## config.mk

```make
export PLATFORM = sky130hd
export DESIGN_NAME = led_seq_ctrl
export DESIGN_NICKNAME = d
export VERILOG_FILES = /design/src/rtl/led_seq_pkg.sv /design/src/rtl/led_seq_prescaler.sv /design/src/rtl/led_seq_ctrl.sv
export SDC_FILE = /design/constraint.sdc
export NUM_CORES = 1
export LEC_CHECK = 0
export ABC_AREA = 0
export BUFFER_PORTS_ARGS = -buffer_cell sky130_fd_sc_hd__buf_2
export CAP_MARGIN = 20
export CORE_UTILIZATION = 60
export DETAILED_ROUTE_END_ITERATION = 10
export GPL_ROUTABILITY_DRIVEN = 0
export PLACE_DENSITY_LB_ADDON = 0.12
export RECOVER_POWER = 50
export SLEW_MARGIN = 5
export SYNTH_ARGS = -nofsm -noshare
export SYNTH_HDL_FRONTEND = slang
export SYNTH_SLANG_ARGS = --single-unit
```

## constraint.sdc

```tcl
create_clock -name clk -period 3.6 [get_ports clk]
set_input_delay 0.54 -clock clk [delete_from_list [all_inputs] [get_ports clk]]
set_output_delay 0.54 -clock clk [all_outputs]
set_load 0.03 [all_outputs]
```

## src/rtl/led_seq_pkg.sv

```systemverilog
// Shared types and constants for the plights LED pattern sequencer.
package led_seq_pkg;

  localparam int unsigned LED_W = 8;

  typedef enum logic [1:0] {
    MODE_RUN    = 2'd0,
    MODE_BOUNCE = 2'd1,
    MODE_FILL   = 2'd2,
    MODE_BLINK  = 2'd3
  } mode_e;

  localparam logic [LED_W-1:0] LED_INIT       = 8'h01;
  localparam logic [LED_W-1:0] LED_INIT_BLINK = 8'hFF;
  localparam logic [LED_W-1:0] LED_ALL_ON     = 8'hFF;
  localparam logic [LED_W-1:0] LED_TOP        = 8'h80;
  localparam logic [LED_W-1:0] LED_BOTTOM     = 8'h01;

  // Pattern loaded whenever a mode is entered.
  function automatic logic [LED_W-1:0] init_pattern(mode_e m);
    return (m == MODE_BLINK) ? LED_INIT_BLINK : LED_INIT;
  endfunction

endpackage

```

## src/rtl/led_seq_prescaler.sv

```systemverilog
// Step-tick prescaler: counts 0..DIV-1 while enabled, tick on the last count.
module led_seq_prescaler
  import led_seq_pkg::*;
#(
  parameter int unsigned DIV = 2
) (
  input  logic clk,
  input  logic rst,
  input  logic i_en,
  input  logic i_clr,
  output logic o_tick_c
);

  localparam int unsigned CNT_W = (DIV > 1) ? $clog2(DIV) : 1;
  localparam logic [CNT_W-1:0] CNT_MAX = CNT_W'(DIV - 1);

  logic [CNT_W-1:0] r_cnt;

  always_ff @(posedge clk or posedge rst) begin
    if (rst) begin
      r_cnt <= '0;
    end else if (i_clr) begin
      r_cnt <= '0;
    end else if (i_en) begin
      r_cnt <= (r_cnt == CNT_MAX) ? '0 : r_cnt + CNT_W'(1);
    end
  end

  assign o_tick_c = i_en && (r_cnt == CNT_MAX);

endmodule

```

## src/rtl/led_seq_ctrl.sv

```systemverilog
// Running-light sequencer for the 8-LED bank: prescaled steps, manual and auto mode advance.
// Define LED_SEQ_BLINK_EN to include the BLINK mode (otherwise modes wrap after FILL).
module led_seq_ctrl
  import led_seq_pkg::*;
#(
  parameter int unsigned DIV            = 2,
  parameter int unsigned STEPS_PER_MODE = 16
) (
  input  logic             clk,
  input  logic             rst,
  input  logic             en,
  input  logic             next_req,
  input  logic             auto_adv,
  output logic [LED_W-1:0] led,
  output logic             step_tick,
  output logic [1:0]       mode
);

  localparam int unsigned SC_W = (STEPS_PER_MODE > 1) ? $clog2(STEPS_PER_MODE) : 1;
  localparam logic [SC_W-1:0] SC_MAX = SC_W'(STEPS_PER_MODE - 1);

  logic             r_req_sync;
  logic             r_req_prev;
  mode_e            r_mode;
  logic [LED_W-1:0] r_led;
  logic             r_dir_up;
  logic [SC_W-1:0]  r_step_cnt;
  logic             r_step_tick;

  logic             w_req;
  logic             w_step;
  mode_e            w_mode_adv;
  mode_e            w_mode_nxt;
  logic [LED_W-1:0] w_led_nxt;
  logic             w_dir_nxt;
  logic [SC_W-1:0]  w_cnt_nxt;
  logic             w_tick_nxt;
  logic [LED_W-1:0] w_pat_nxt;
  logic             w_pat_dir;

  function automatic mode_e advance_mode(mode_e m);
`ifdef LED_SEQ_BLINK_EN
    return mode_e'(2'(2'(m) + 2'd1));
`else
    return (m == MODE_FILL) ? MODE_RUN : mode_e'(2'(2'(m) + 2'd1));
`endif
  endfunction

  assign w_req = r_req_sync & ~r_req_prev;

  led_seq_prescaler #(
    .DIV (DIV)
  ) u_prescaler (
    .clk      (clk),
    .rst      (rst),
    .i_en     (en),
    .i_clr    (w_req),
    .o_tick_c (w_step)
  );

  // Next LED value for an ordinary pattern step in the current mode.
  always_comb begin
    w_pat_nxt = r_led;
    w_pat_dir = r_dir_up;
    case (r_mode)
      MODE_RUN:    w_pat_nxt = {r_led[LED_W-2:0], r_led[LED_W-1]};
      MODE_BOUNCE: begin
        if (r_dir_up) begin
          if (r_led == LED_TOP) begin
            w_pat_nxt = {1'b0, r_led[LED_W-1:1]};
            w_pat_dir = 1'b0;
          end else begin
            w_pat_nxt = {r_led[LED_W-2:0], 1'b0};
          end
        end else begin
          if (r_led == LED_BOTTOM) begin
            w_pat_nxt = {r_led[LED_W-2:0], 1'b0};
            w_pat_dir = 1'b1;
          end else begin
            w_pat_nxt = {1'b0, r_led[LED_W-1:1]};
          end
        end
      end
      MODE_FILL:   w_pat_nxt = (r_led == LED_ALL_ON) ? '0 : {r_led[LED_W-2:0], 1'b1};
`ifdef LED_SEQ_BLINK_EN
      MODE_BLINK:  w_pat_nxt = ~r_led;
`endif
      default: ;
    endcase
  end

  // Manual request outranks any step; an auto-advance step replaces the pattern step.
  always_comb begin
    w_mode_adv = advance_mode(r_mode);
    w_mode_nxt = r_mode;
    w_led_nxt  = r_led;
    w_dir_nxt  = r_dir_up;
    w_cnt_nxt  = r_step_cnt;
    w_tick_nxt = 1'b0;
    if (w_req) begin
      w_mode_nxt = w_mode_adv;
      w_led_nxt  = init_pattern(w_mode_adv);
      w_dir_nxt  = 1'b1;
      w_cnt_nxt  = '0;
    end else if (w_step) begin
      w_tick_nxt = 1'b1;
      if (auto_adv && (r_step_cnt == SC_MAX)) begin
        w_mode_nxt = w_mode_adv;
        w_led_nxt  = init_pattern(w_mode_adv);
        w_dir_nxt  = 1'b1;
        w_cnt_nxt  = '0;
      end else begin
        w_led_nxt = w_pat_nxt;
        w_dir_nxt = w_pat_dir;
        if (r_step_cnt != SC_MAX) begin
          w_cnt_nxt = r_step_cnt + SC_W'(1);
        end
      end
    end
  end

  always_ff @(posedge clk or posedge rst) begin
    if (rst) begin
      r_req_sync  <= 1'b0;
      r_req_prev  <= 1'b0;
      r_mode      <= MODE_RUN;
      r_led       <= LED_INIT;
      r_dir_up    <= 1'b1;
      r_step_cnt  <= '0;
      r_step_tick <= 1'b0;
    end else begin
      r_req_sync  <= next_req;
      r_req_prev  <= r_req_sync;
      r_mode      <= w_mode_nxt;
      r_led       <= w_led_nxt;
      r_dir_up    <= w_dir_nxt;
      r_step_cnt  <= w_cnt_nxt;
      r_step_tick <= w_tick_nxt;
    end
  end

  assign led       = r_led;
  assign step_tick = r_step_tick;
  assign mode      = r_mode;

endmodule

```

==> metrics.txt <==
# TYPE chip_impl_metric gauge
chip_impl_metric{name="number_of_buffers_created_by_cts",unit=""} 3
chip_impl_metric{name="number_of_buffers_inserted_by_port_buffering",unit=""} 15
chip_impl_metric{name="core.rowCount",unit=""} 16
chip_impl_metric{name="synth.net_count",unit=""} 139
chip_impl_info{name="cts_root_buf",value="clkbuf_4"} 1
chip_impl_metric{name="count_of_state_elements_after_synthesis",unit=""} 19
chip_impl_metric{name="synth-seq-area-share",unit="%"} 38.90
chip_impl_info{name="hold_path_class",value="in2async"} 1
chip_impl_info{name="run_status",value="finished clean"} 1
chip_impl_metric{name="worst_ir_drop_vdd",unit="mV"} 0.5330
chip_impl_metric{name="average_wire_length_per_cell_after_detail_routing",unit="um"} 16.41
chip_impl_metric{name="grtUsageTotal",unit="%"} 28.03
chip_impl_metric{name="tns",unit="ns"} 0
chip_impl_metric{name="cap_violations",unit=""} 0
chip_impl_metric{name="placedCellCount",unit=""} 167
chip_impl_metric{name="die_area",unit="um2"} 2233
chip_impl_metric{name="slew-limit-headroom",unit="%"} 51.34
chip_impl_metric{name="drive_gt1_share",unit="%"} 25.00
chip_impl_metric{name="max_freq",unit="GHz"} 0.4783
chip_impl_metric{name="synth_top_cell_area_share",unit="%"} 34.62
chip_impl_metric{name="drtIter0Drc",unit=""} 61
chip_impl_metric{name="routed_wirelength",unit="um"} 2806
chip_impl_metric{name="worst_slew_pin_slew",unit="ns"} 0.7291
chip_impl_info{name="start_kind",value="register"} 1
chip_impl_metric{name="postCtsSetupBuffers",unit=""} 0
chip_impl_metric{name="max-clock-path-buffers",unit=""} 2
chip_impl_metric{name="cts_hold_buf",unit=""} 0
chip_impl_metric{name="final.min_clock_period",unit="ns"} 2.091
chip_impl_info{name="critPathKind",value="reg2reg"} 1
chip_impl_metric{name="antenna-diode-count",unit=""} 0
chip_impl_metric{name="final_cell_count_no_fill",unit=""} 171
chip_impl_metric{name="synth-warning-count",unit=""} 0
chip_impl_metric{name="cts.repair.resized",unit=""} 0
chip_impl_metric{name="detail_route.vias_per_cell",unit=""} 6.626
chip_impl_metric{name="h-tree-depth",unit=""} 1
chip_impl_metric{name="design.portCount",unit=""} 16
chip_impl_metric{name="num-nets-final",unit=""} 154
chip_impl_metric{name="place_hpwl",unit="um"} 1993
chip_impl_metric{name="critical_path.max_fanout",unit=""} 11
chip_impl_metric{name="setup-violations-final",unit=""} 0
chip_impl_metric{name="detail-route-antenna-nets",unit=""} 0
chip_impl_metric{name="post_synthesis_cell_area",unit="um2"} 1229
chip_impl_metric{name="grt_overflow",unit=""} 0
chip_impl_metric{name="worstPathRequired",unit="ns"} 3.80
chip_impl_metric{name="antenna_found_initial",unit=""} 0
chip_impl_metric{name="final_hold_viol_count",unit=""} 0
chip_impl_metric{name="min_period_over_period",unit="%"} 58.07
chip_impl_metric{name="async_set_or_reset_register_ratio_after_synthesis",unit="%"} 100.0
chip_impl_info{name="synth.area.top_cells",value="dfrtp_1, mux2_2, dfstp_2"} 1
chip_impl_metric{name="syn2layout_area_growth",unit="%"} 9.064
chip_impl_metric{name="clock_sinks",unit=""} 19
chip_impl_metric{name="timing.final.max_slew_violations",unit=""} 0
chip_impl_metric{name="fin_skew",unit="ns"} 0.007155
chip_impl_metric{name="fin_total_pwr",unit="mW"} 1.199
chip_impl_info{name="cts_tree",value="done"} 1
chip_impl_info{name="yosys.area.top_type",value="dfrtp_1"} 1
chip_impl_metric{name="synth_enable_flop_cells",unit=""} 0
chip_impl_metric{name="post_route_hold_slack",unit="ns"} 0.3288
chip_impl_metric{name="first_pass_iters",unit=""} 4
chip_impl_metric{name="fp.dieW",unit="um"} 47.25
chip_impl_metric{name="first_global_vias",unit=""} 960
chip_impl_metric{name="p_per_area",unit="nW/um2"} 895.1
chip_impl_metric{name="remaining_drc_errors",unit=""} 0
chip_impl_metric{name="dr_total_vias",unit=""} 1133
chip_impl_metric{name="fillerInstances",unit=""} 162
chip_impl_info{name="post-synth-top-count-cell",value="dfrtp_1"} 1
chip_impl_info{name="synthFlopType",value="dfrtp_1"} 1
chip_impl_metric{name="syn_area_per_cell",unit="um2"} 9.451
chip_impl_metric{name="worstPathArrival",unit="ns"} 2.29
chip_impl_metric{name="die_h",unit="um"} 47.25
chip_impl_metric{name="grt_start_max_net_pins",unit=""} 20
chip_impl_info{name="setup.worst_path.end_class",value="register"} 1
chip_impl_metric{name="core_region_area",unit="um2"} 1942
chip_impl_info{name="rsz0062_at_grt",value="no"} 1
chip_impl_metric{name="initial_cell_density_of_the_core",unit="%"} 63.27
chip_impl_metric{name="clkSlewWorstSetupHoldPaths",unit="ns"} 0.11
chip_impl_info{name="worst_r2r_startpoint",value="mode[0]"} 1
chip_impl_info{name="post_synth_most_frequent_cells",value="dfrtp_1, nand2_1"} 1
chip_impl_info{name="cp-startpoint",value="mode[0]"} 1
chip_impl_metric{name="clk_lat_worst_skew",unit="ns"} 0.31
chip_impl_metric{name="netlist-cell-type-count",unit=""} 44
chip_impl_metric{name="p_leak",unit="nW"} 0.5980
chip_impl_metric{name="grt_pass1_wl",unit="um"} 4257
chip_impl_metric{name="post_synth_inst_count",unit=""} 130
-- critical path, stage by stage (launching register included) --
cell and delay [ns]:
dfrtp_1 0.40, inv_1 0.09, ha_1 0.54, and2_2 0.24, a32oi_4 0.15, and3_1 0.22, o32a_1 0.36
-- logic make-up (layout without fill, tap and decap cells) --
logic type	after synthesis	after routing	share of synthesized area (%)
and+or+nand+nor	48	48	21.08
adders and majority gates	4	4	4.073
xor gates and xnor gates	1	1	0.7130
muxes	7	7	6.416
AOI/OAI and AO/OA	39	39	24.75
buffers and inverters	12	26	4.073
DFF	19	19	38.90
-- worst paths after layout --
check	endpoint	slack [ns]	depth (start not counted)
worst min register to register	r_req_prev	0.40	0
worst max register to register	led[4]	1.51	6
worst max-delay path	led[4]	1.51	6
max in group asynchronous	r_step_cnt[0]	2.80	2
min in group clk	r_req_sync	0.33	1
worst min-delay path	step_tick	0.33	2
-- sequential cells by signal (all words and copies together), names as in the netlist --
signal             count
led                    8
mode                   2
r_dir_up               1
r_req_prev             1
r_req_sync             1
r_step_cnt             4
step_tick              1
u_prescaler.r_cnt      1
-- power breakdown --
part / total [mW] / leakage, nW / internal [mW] / switching, mW
clock network: 0.109 / 0.0177 / 0.0415 / 0.0677
registers: 0.394 / 0.230 / 0.284 / 0.109
logic: 0.697 / 0.350 / 0.274 / 0.423
total: 1.20 / 0.598 / 0.600 / 0.600
-- area by class of cell --
type                       count  area [um2]  area share [%]
clock inverter                 1       5.005          0.3735
inverter                       7       26.28           1.961
sequential                    19       478.0           35.67
clock buffer                   3       22.52           1.681
multi-input combinational     99       700.7           52.29
tap                           27       33.78           2.521
timing repair buffer          15       73.82           5.509
-- through the flow --
step	setup slack, ns	util, %	cell area, um2
detailed placement	1.549	67.65	1314
global route	1.443	69.01	1340
floorplan	1.778	-	1229
CTS	1.543	69.07	1341
global placement	1.613	67.65	1314
finish	1.509	69.01	1340
-- layer usage --
metal	wire (um)	up-vias	share of wire [%]	global-route usage, %
met5	0	-	0	0
met4	46	0	1.6	15.43
met3	235	8	8.4	6.154
met2	1335	65	48	41.37
li1	-	527	-	-
met1	1188	533	42	37.98
-- placed cells by master (no fill, tap or decap), types with 2 or more instances in the layout --
cell / netlist / final
dfrtp_1: 17 / 17
buf_2: 4 / 14
nand2_1: 13 / 13
mux2_2: 7 / 7
nand3_1: 7 / 7
o21ai_0: 7 / 7
inv_1: 7 / 7
nor2_1: 5 / 5
a21oi_1: 5 / 5
or3_1: 4 / 4
ha_1: 4 / 4
nand4_1: 3 / 3
nor3_1: 3 / 3
and3_1: 3 / 3
o32a_1: 3 / 3
o211ai_1: 3 / 3
clkbuf_4: 0 / 3
a21oi_2: 2 / 2
nand2b_1: 2 / 2
a2bb2oi_1: 2 / 2
o22ai_1: 2 / 2
a311oi_1: 2 / 2
o2111ai_1: 2 / 2
dfstp_2: 2 / 2
(Power assumes the default switching activity.)
